<file path="src/rtl/c17_array_pipe_bist.sv">
// -----------------------------------------------------------------------------
// c17_array_pipe_bist
//   CH parallel copies of the c17 six-NAND cell, split over two register
//   stages with a valid/ready handshake, plus a built-in self-test mode in
//   which a 32-bit LFSR feeds the array and a 32-bit MISR compacts the
//   results into a signature.
//
// Ports
//   clk         rising-edge clock
//   rst         synchronous active-high reset
//   in_valid    in_data valid
//   in_ready    block accepts in_data this cycle
//   in_data     slice k bits [5k+4:5k] = {N7,N6,N3,N2,N1}
//   out_valid   out_data valid
//   out_ready   sink accepts out_data
//   out_data    slice k bits [2k+1:2k] = {N23,N22}
//   bist_start  one-cycle self-test start pulse
//   bist_busy   self-test injecting or draining
//   bist_done   self-test finished, signature valid
//   signature   MISR snapshot taken when the self-test finishes
// -----------------------------------------------------------------------------
module c17_array_pipe_bist #(
    parameter int          CH   = 2,
    parameter int          NPAT = 32,
    parameter logic [31:0] SEED = 32'hACE1_0001
) (
    input  logic            clk,
    input  logic            rst,
    input  logic            in_valid,
    output logic            in_ready,
    input  logic [5*CH-1:0] in_data,
    output logic            out_valid,
    input  logic            out_ready,
    output logic [2*CH-1:0] out_data,
    input  logic            bist_start,
    output logic            bist_busy,
    output logic            bist_done,
    output logic [31:0]     signature
);

    localparam int          IW        = 5 * CH;
    localparam int          OW        = 2 * CH;
    localparam int          S1W       = 4 * CH;
    localparam int          S2W       = 3 * CH;
    localparam logic [15:0] NPAT_LAST = 16'(NPAT - 1);

    typedef enum logic [1:0] {
        ST_IDLE  = 2'd0,
        ST_RUN   = 2'd1,
        ST_DRAIN = 2'd2,
        ST_DONE  = 2'd3
    } state_t;

    // Shift with taps 31,21,1,0; shared by the pattern generator and the MISR.
    function automatic logic [31:0] lfsr_step(input logic [31:0] v);
        return {v[30:0], v[31] ^ v[21] ^ v[1] ^ v[0]};
    endfunction

    function automatic logic [31:0] misr_step(input logic [31:0] v, input logic [31:0] d);
        return lfsr_step(v) ^ d;
    endfunction

    // x = {N7,N6,N3,N2,N1} -> {N10,N11,N2,N7}
    function automatic logic [3:0] c17_stage1(input logic [4:0] x);
        return {~(x[0] & x[2]), ~(x[2] & x[3]), x[1], x[4]};
    endfunction

    // y = {N10,N11,N2,N7} -> {N10,N16,N19}
    function automatic logic [2:0] c17_stage2(input logic [3:0] y);
        return {y[3], ~(y[1] & y[2]), ~(y[2] & y[0])};
    endfunction

    // z = {N10,N16,N19} -> {N23,N22}
    function automatic logic [1:0] c17_out(input logic [2:0] z);
        return {~(z[1] & z[0]), ~(z[2] & z[1])};
    endfunction

    state_t           state_q, state_d;
    logic             s1_v_q, s1_v_d;
    logic [S1W-1:0]   s1_data_q, s1_data_d;
    logic             s2_v_q, s2_v_d;
    logic [S2W-1:0]   s2_data_q, s2_data_d;
    logic [31:0]      lfsr_q, lfsr_d;
    logic [31:0]      misr_q, misr_d;
    logic [15:0]      pat_cnt_q, pat_cnt_d;
    logic             done_q, done_d;
    logic [31:0]      sig_q, sig_d;

    logic             bist_mode_s;
    logic             rdy_int_s;
    logic             adv1_s;
    logic             adv2_s;
    logic             in_ready_s;
    logic             accept_s;
    logic             start_ok_s;
    logic [IW-1:0]    src_s;
    logic [OW-1:0]    out_data_s;

    // Handshake: in self-test the array never stalls on the external sink.
    always_comb begin
        bist_mode_s = (state_q == ST_RUN) || (state_q == ST_DRAIN);
        rdy_int_s   = bist_mode_s ? 1'b1 : out_ready;
        adv2_s      = !s2_v_q || rdy_int_s;
        adv1_s      = !s1_v_q || adv2_s;
        in_ready_s  = adv1_s && (state_q == ST_IDLE) && !rst;
        accept_s    = in_valid && in_ready_s;
        start_ok_s  = bist_start && !s1_v_q && !s2_v_q;
        src_s       = (state_q == ST_RUN) ? lfsr_q[IW-1:0] : in_data;
    end

    // Combinational output slice from stage 2.
    always_comb begin
        out_data_s = '0;
        for (int k = 0; k < CH; k++) begin
            out_data_s[2*k +: 2] = c17_out(s2_data_q[3*k +: 3]);
        end
    end

    // Pipeline stage next-state: each stage loads only when it can advance.
    always_comb begin
        s1_v_d    = s1_v_q;
        s1_data_d = s1_data_q;
        s2_v_d    = s2_v_q;
        s2_data_d = s2_data_q;
        if (adv1_s) begin
            if (state_q == ST_RUN) begin
                s1_v_d = 1'b1;
            end else begin
                s1_v_d = accept_s;
            end
            for (int k = 0; k < CH; k++) begin
                s1_data_d[4*k +: 4] = c17_stage1(src_s[5*k +: 5]);
            end
        end else begin
            s1_v_d    = s1_v_q;
            s1_data_d = s1_data_q;
        end
        if (adv2_s) begin
            s2_v_d = s1_v_q;
            for (int k = 0; k < CH; k++) begin
                s2_data_d[3*k +: 3] = c17_stage2(s1_data_q[4*k +: 4]);
            end
        end else begin
            s2_v_d    = s2_v_q;
            s2_data_d = s2_data_q;
        end
    end

    // Self-test FSM, pattern generator and result compactor.
    always_comb begin
        state_d   = state_q;
        lfsr_d    = lfsr_q;
        pat_cnt_d = pat_cnt_q;
        done_d    = done_q;
        sig_d     = sig_q;
        // Every result leaving stage 2 during self-test is folded in.
        if (bist_mode_s && s2_v_q) begin
            misr_d = misr_step(misr_q, {{(32-OW){1'b0}}, out_data_s});
        end else begin
            misr_d = misr_q;
        end
        case (state_q)
            ST_IDLE, ST_DONE: begin
                if (start_ok_s) begin
                    state_d   = ST_RUN;
                    lfsr_d    = SEED;
                    misr_d    = 32'h0000_0000;
                    pat_cnt_d = 16'd0;
                    done_d    = 1'b0;
                end else begin
                    state_d = ST_IDLE;
                end
            end
            ST_RUN: begin
                lfsr_d    = lfsr_step(lfsr_q);
                pat_cnt_d = pat_cnt_q + 16'd1;
                if (pat_cnt_q == NPAT_LAST) begin
                    state_d = ST_DRAIN;
                end else begin
                    state_d = ST_RUN;
                end
            end
            ST_DRAIN: begin
                // Leave on the edge that empties the pipe so the final
                // compaction and the signature snapshot coincide.
                if (!s1_v_d && !s2_v_d) begin
                    state_d = ST_DONE;
                    done_d  = 1'b1;
                    sig_d   = misr_d;
                end else begin
                    state_d = ST_DRAIN;
                end
            end
            default: begin
                state_d = ST_IDLE;
            end
        endcase
    end

    // State registers with synchronous reset.
    always_ff @(posedge clk) begin
        if (rst) begin
            state_q   <= ST_IDLE;
            s1_v_q    <= 1'b0;
            s1_data_q <= '0;
            s2_v_q    <= 1'b0;
            s2_data_q <= '0;
            lfsr_q    <= SEED;
            misr_q    <= 32'h0000_0000;
            pat_cnt_q <= 16'd0;
            done_q    <= 1'b0;
            sig_q     <= 32'h0000_0000;
        end else begin
            state_q   <= state_d;
            s1_v_q    <= s1_v_d;
            s1_data_q <= s1_data_d;
            s2_v_q    <= s2_v_d;
            s2_data_q <= s2_data_d;
            lfsr_q    <= lfsr_d;
            misr_q    <= misr_d;
            pat_cnt_q <= pat_cnt_d;
            done_q    <= done_d;
            sig_q     <= sig_d;
        end
    end

    assign in_ready  = in_ready_s;
    assign out_valid = s2_v_q && (state_q == ST_IDLE) && !rst;
    assign out_data  = out_data_s;
    assign bist_busy = bist_mode_s && !rst;
    assign bist_done = done_q && !rst;
    assign signature = rst ? 32'h0000_0000 : sig_q;

endmodule

</file>
<file path="config.mk">
export PLATFORM = sky130hd
export DESIGN_NAME = c17_array_pipe_bist
export DESIGN_NICKNAME = d
export VERILOG_FILES = /design/src/rtl/c17_array_pipe_bist.sv
export SDC_FILE = /design/constraint.sdc
export NUM_CORES = 1
export LEC_CHECK = 0
export ABC_CLOCK_PERIOD_IN_PS = 3600
export CORE_MARGIN = 3
export CORE_UTILIZATION = 25
export DETAILED_ROUTE_END_ITERATION = 7
export HOLD_SLACK_MARGIN = 0.03
export SLEW_MARGIN = 20
export SYNTH_ARGS = -nofsm -noshare
export SYNTH_HDL_FRONTEND = slang
export SYNTH_SLANG_ARGS = --single-unit
</file>
<file path="constraint.sdc">
create_clock -name clk -period 3.6 [get_ports clk]
set_input_delay 0.9 -clock clk [delete_from_list [all_inputs] [get_ports clk]]
set_output_delay 0.9 -clock clk [all_outputs]
set_load 0.03 [all_outputs]
</file>
== After elaboration in Yosys (flattened, before gate mapping) ==
Cells that the tools add are included.

* Output and inout bits: 40
* Input port bits: 15
* Register bits: 131
* Logic and storage cells: 94

* Reductions and logical operators: 26
* Muxes and demuxes: 20
* $add $sub $neg: 1
* Equality and inequality tests: 6
* Bitwise operators: 31

{| class="wikitable"
|+ Operators by type and width
! cell !! number
|-
| $mux W32 || 5
|-
| $pmux W32 S2 || 1
|-
| $pmux W16 S2 || 1
|-
| $xor A32 B4 Y32 || 1
|-
| $add A16 B1 Y16 const B || 1
|-
| $eq A16 B5 Y1 const B || 1
|-
| $mux W16 || 1
|-
| $and A1 B1 Y1 || 12
|-
| $not A1 Y1 || 12
|-
| $logic_and A1 B1 Y1 || 11
|-
| $mux W10 || 1
|-
| $mux W1 || 8
|-
| $pmux W2 S3 || 1
|-
| $xor A1 B1 Y1 || 6
|-
| $logic_not A1 Y1 || 5
|-
| $eq A2 B2 Y1 const B || 2
|-
| $reduce_and A2 Y1 || 2
|-
| $reduce_bool A2 Y1 || 2
|-
| $logic_or A1 B1 Y1 || 3
|-
| $reduce_and A3 Y1 || 1
|-
| $eq A2 B1 Y1 const B || 1
|-
| $logic_not A2 Y1 || 1
|-
| $mux W2 || 1
|-
| $ne A2 B1 Y1 const B || 1
|-
| 3 further kinds || 3
|}

== Longest topological paths before layout ==
* Depth after elaboration: 14
* Gate-level depth with buffers: 9
* Depth with buffers taken out: 6

== Worst setup path after synthesis ==
OpenSTA, ideal clock, no wires.

* Kind: input to output
* From: input out_ready
* To: output in_ready
* Path buffers: 1
* Stages: 4
* Data arrival time: 2.038 ns
* Setup slack: 0.662 ns
* Data required time: 2.700 ns
* Cells stage by stage: nor3b_1 > nand2_1 > clkbuf_1 > and2_1

* Word-level cells in the longest chain between the ends: 5

{| class="wikitable"
|+ Ends and longest elaborated chain
! what !! line !! text
|-
| start, declared || 33 || <nowiki>input logic out_ready,</nowiki>
|-
| $mux W1 || 102 || <nowiki>rdy_int_s = bist_mode_s ? 1'b1 : out_ready;</nowiki>
|-
| $logic_or A1 B1 Y1 || 103 || <nowiki>adv2_s = !s2_v_q || rdy_int_s;</nowiki>
|-
| $logic_or A1 B1 Y1 || 104 || <nowiki>adv1_s = !s1_v_q || adv2_s;</nowiki>
|-
| $logic_and A1 B1 Y1 (2 in series) || 105 || <nowiki>in_ready_s = adv1_s && (state_q == ST_IDLE) && !rst;</nowiki>
|-
| end, declared || 30 || <nowiki>output logic in_ready,</nowiki>
|}

Every way passes these cells.

== Worst setup path after layout ==
* From: register state_q[1]
* To: output bist_busy

* Word-level cells in the longest chain between the ends: 3
* Elaborated cells on any way between the ends: 4
* Those cells by class: eq/ne: 2; reduce/logical: 2

{| class="wikitable"
|+ Ends and longest elaborated chain
! what !! line !! text
|-
| start, declared || 78 || <nowiki>state_t state_q, state_d;</nowiki>
|-
| start signal, assigned || 214 || <nowiki>state_q <= state_d;</nowiki>
|-
| $eq A2 B1 Y1 / $eq A2 B2 Y1 (equally long branches) || 101 || <nowiki>bist_mode_s = (state_q == ST_RUN) || (state_q == ST_DRAIN);</nowiki>
|-
| $logic_or A1 B1 Y1 (*) || 101 ||
|-
| $logic_and A1 B1 Y1 (*) || 230 || <nowiki>assign bist_busy = bist_mode_s && !rst;</nowiki>
|-
| end, declared || 36 || <nowiki>output logic bist_busy,</nowiki>
|}

Mark *: on every way between the ends. The rest lies on a longest branch, timed or not.

==> flow_summary.yaml <==
clock_tree:
  path_clk_slew_ns: 0.06
  cts_tree: "yes"
  cts.root.buffer_cell: "clkbuf_16"
  post-cts-setup-buffers: 0
  clock_sinks: 131
  numCtsBuffers: 17
  ctsHoldBuffers: 0
  clock_path_buffers: 2
  ctsResizeCount: 0
  worst_skew_pair.late_latency_ns: 0.42
  cts_max_level: 4
grt:
  grt_max_degree: 67
  antenna_found_initial: 0
  grt_usage_pct: 10.2
  overflow: 0
  grt_first_pass_wirelength_mm: 18.4
  grt_pass1_vias: 3634
critical_path:
  cp-end-kind: "output port"
  cp_common_cell: "inv_1"
  critical_path.cell_chain: "inv_1 -> ha_1 -> inv_1 -> nor2_1 -> clkdlybuf4s50_1"
  worstPathArrival_ns: 2.37
  r2r_slack_ns: 0.98
  crit_fanout: 10
  crit_path_start: "state_q[1]"
  slowest_delay_ns: 0.70
  crit-reg2reg-launch: "state_q[1]"
  required_ns: 2.70
  cp_slowest_cell: "clkdlybuf4s50_1"
  cp-start-kind: "flip-flop"
  critPathKind: "flip-flop to output port"
sta:
  maxSlewHeadroom_pct: 43.9
  min_period_ns: 3.27
  final-hold-violation-count: 0
  worst_pin_slew_ns: 0.842
  setup_violations: 0
  grt_setup_unrepaired: "false"
  drv_slew: 0
  skew_ns: 0.00930
  fmax_mhz: 306
  hold_slack_ns: 0.452
  fin_setup_tns_ns: 0
  period_share_pct: 90.7
pwr:
  p_sw_share_pct: 21.9
  p_comb_share_pct: 6.8
  p_int_mw: 2.84
  ir_worst_vdd_mv: 0.262
  p_switching_mw: 0.798
  powerDensity_nw_per_um2: 544
  power_mw: 3.64
  leakage_nw: 2.53
  power_frac_seq_pct: 41.5
  pwr-share-clk_pct: 51.7
synth:
  synth_fp_nets: 586
  synth_top_cell_by_area: "dfxtp_1"
  yosysTopAreaCellShare_pct: 50.3
  seq_area_frac_synth_pct: 50.3
  syn_avg_cell_area_um2: 9.20
  synth_area_um2: 5210
  ys_warn_count: 0
  netlist_top_cells_area: "dfxtp_1 (50%), nor2_1 (8.0%), mux2i_1 (6.9%)"
  ys.flop_type: "dfxtp_1"
  synthTopCellsByCount: "dfxtp_1 (131), nor2_1 (111), nand2_1 (37)"
  yosysMostFrequentCell: "dfxtp_1"
  ys_ff_latch: 131
  syn_inst: 567
  synth_edf_count: 0
  async_flop_share_pct: 0
  synth.distinct_cells: 43
routing:
  drc: 0
  vias: 3954
  drt_wl_total_mm: 10.9
  drt-pass1-iter-count: 5
  ant_nets: 0
  via_per_inst: 4.41
  drt_iter0_markers: 185
  wl_per_cell_um: 12.2
finish:
  area_growth_pct: 28.5
  antennaDiodeCount: 0
  drive_above_1_share_pct: 8.31
  nets: 632
floorplan:
  std_cell_rows: 52
  coreArea_um2: 20400
  initial_core_util_pct: 25.6
  io_pins: 55
  fp.dieW_um: 150
  dieArea_um2: 22600
  chipHeight_um: 150
outcome:
  status: "complete, no violations"
place:
  gp_congestion: 0.755
  portBuffers: 54
  hpwl_mm: 7.33
run:
  drv_cap: 0
hold_path:
  hold_class: "flip-flop to flip-flop"
  holdCritStartpoint: "s2_data_q[2]"
## cell type report
type	instances	area (µm²)
inverter	7	26.3
multi-input combinational	391	2430
tap	270	338
clock inverter	8	145
timing repair buffer	65	628
clock buffer	24	512
fill	2169	13700
sequential	131	2620
## metrics by stage
stage	instances	setup slack [ns]	util, %	area, µm²
after floorplan	567	0.662	-	5210
after global placement	864	0.589	29.7	6040
after detailed placement	864	0.552	29.7	6040
after CTS	896	0.305	32.9	6700
after global routing	896	0.189	32.9	6700
final	896	0.334	32.9	6700
## worst max-delay path, delay by kind of cell (launching register included)
kind	cells	cell delay (ns)
fa+ha+maj	1	0.50
simple gates	1	0.17
flops	1	0.34
buf+inv	3	0.94
## power groups by stage
stage / Sequential [mW] / Clock [mW] / Combinational, mW
global placement: 1.54 / 0 / 0.251
floorplan: 1.53 / 0 / 0.175
detailed placement: 1.54 / 0 / 0.251
finish: 1.51 / 1.88 / 0.248
CTS: 1.51 / 1.92 / 0.252
global route: 1.52 / 1.99 / 0.277
## routing by layer
layer	share of wire [%]	global-route usage, %	vias to the layer above
met2	43	14.5	79
li1	-	-	2079
met5	0	0	-
met4	1.9	4.57	0
met1	51	14.6	1780
met3	4.0	2.47	16
## worst paths after layout
path         depth (start not counted)             to
max                                  5      bist_busy
min                                  2   s2_data_q[2]
max reg2reg                          6  pat_cnt_q[15]
min reg2reg                          2   s2_data_q[2]
## flip-flops by register name, indices dropped and copies added, names as in the netlist
register / flops
lfsr_q: 32
s1_data_q: 8
pat_cnt_q: 16
done_q: 1
s2_data_q: 6
s1_v_q: 1
misr_q: 32
s2_v_q: 1
state_q: 2
sig_q: 32
## kinds of logic (layout without fill, tap and decap cells)
kind of cell,after synthesis,after routing,share of synthesized area (%)
flip-flops,131,131,50.3
multiplexers,36,36,6.91
buffers and inverters,45,104,3.48
adder cells (fa/ha/maj),4,4,0.960
XOR/XNOR,14,14,2.88
AND/OR/NAND/NOR,228,228,20.4
AO/OA/AOI/OAI,109,109,15.1
## cell usage in the layout (no fill, tap or decap), drive strengths merged, types with 2 or more instances in the layout
cell type        n
nor4             2
nand3           15
o21ai            8
o2111ai          5
clkinvlp         2
o21a             2
nor2           111
dfxtp          131
nand2           37
and2             4
a211oi          36
xor2            10
nand4            2
nor3b            2
mux2i           36
buf             14
a311oi           5
and3             3
nor3             3
xnor3            2
clkbuf          24
ha               4
o211ai           5
a22oi           24
inv              7
xnor2            2
clkdlybuf4s50   51
or3              7
nor4b            2
clkinv           2
bufinv           4
nand2b           2
nor2b           34
a21oi           20
(Power assumes the default switching activity.)
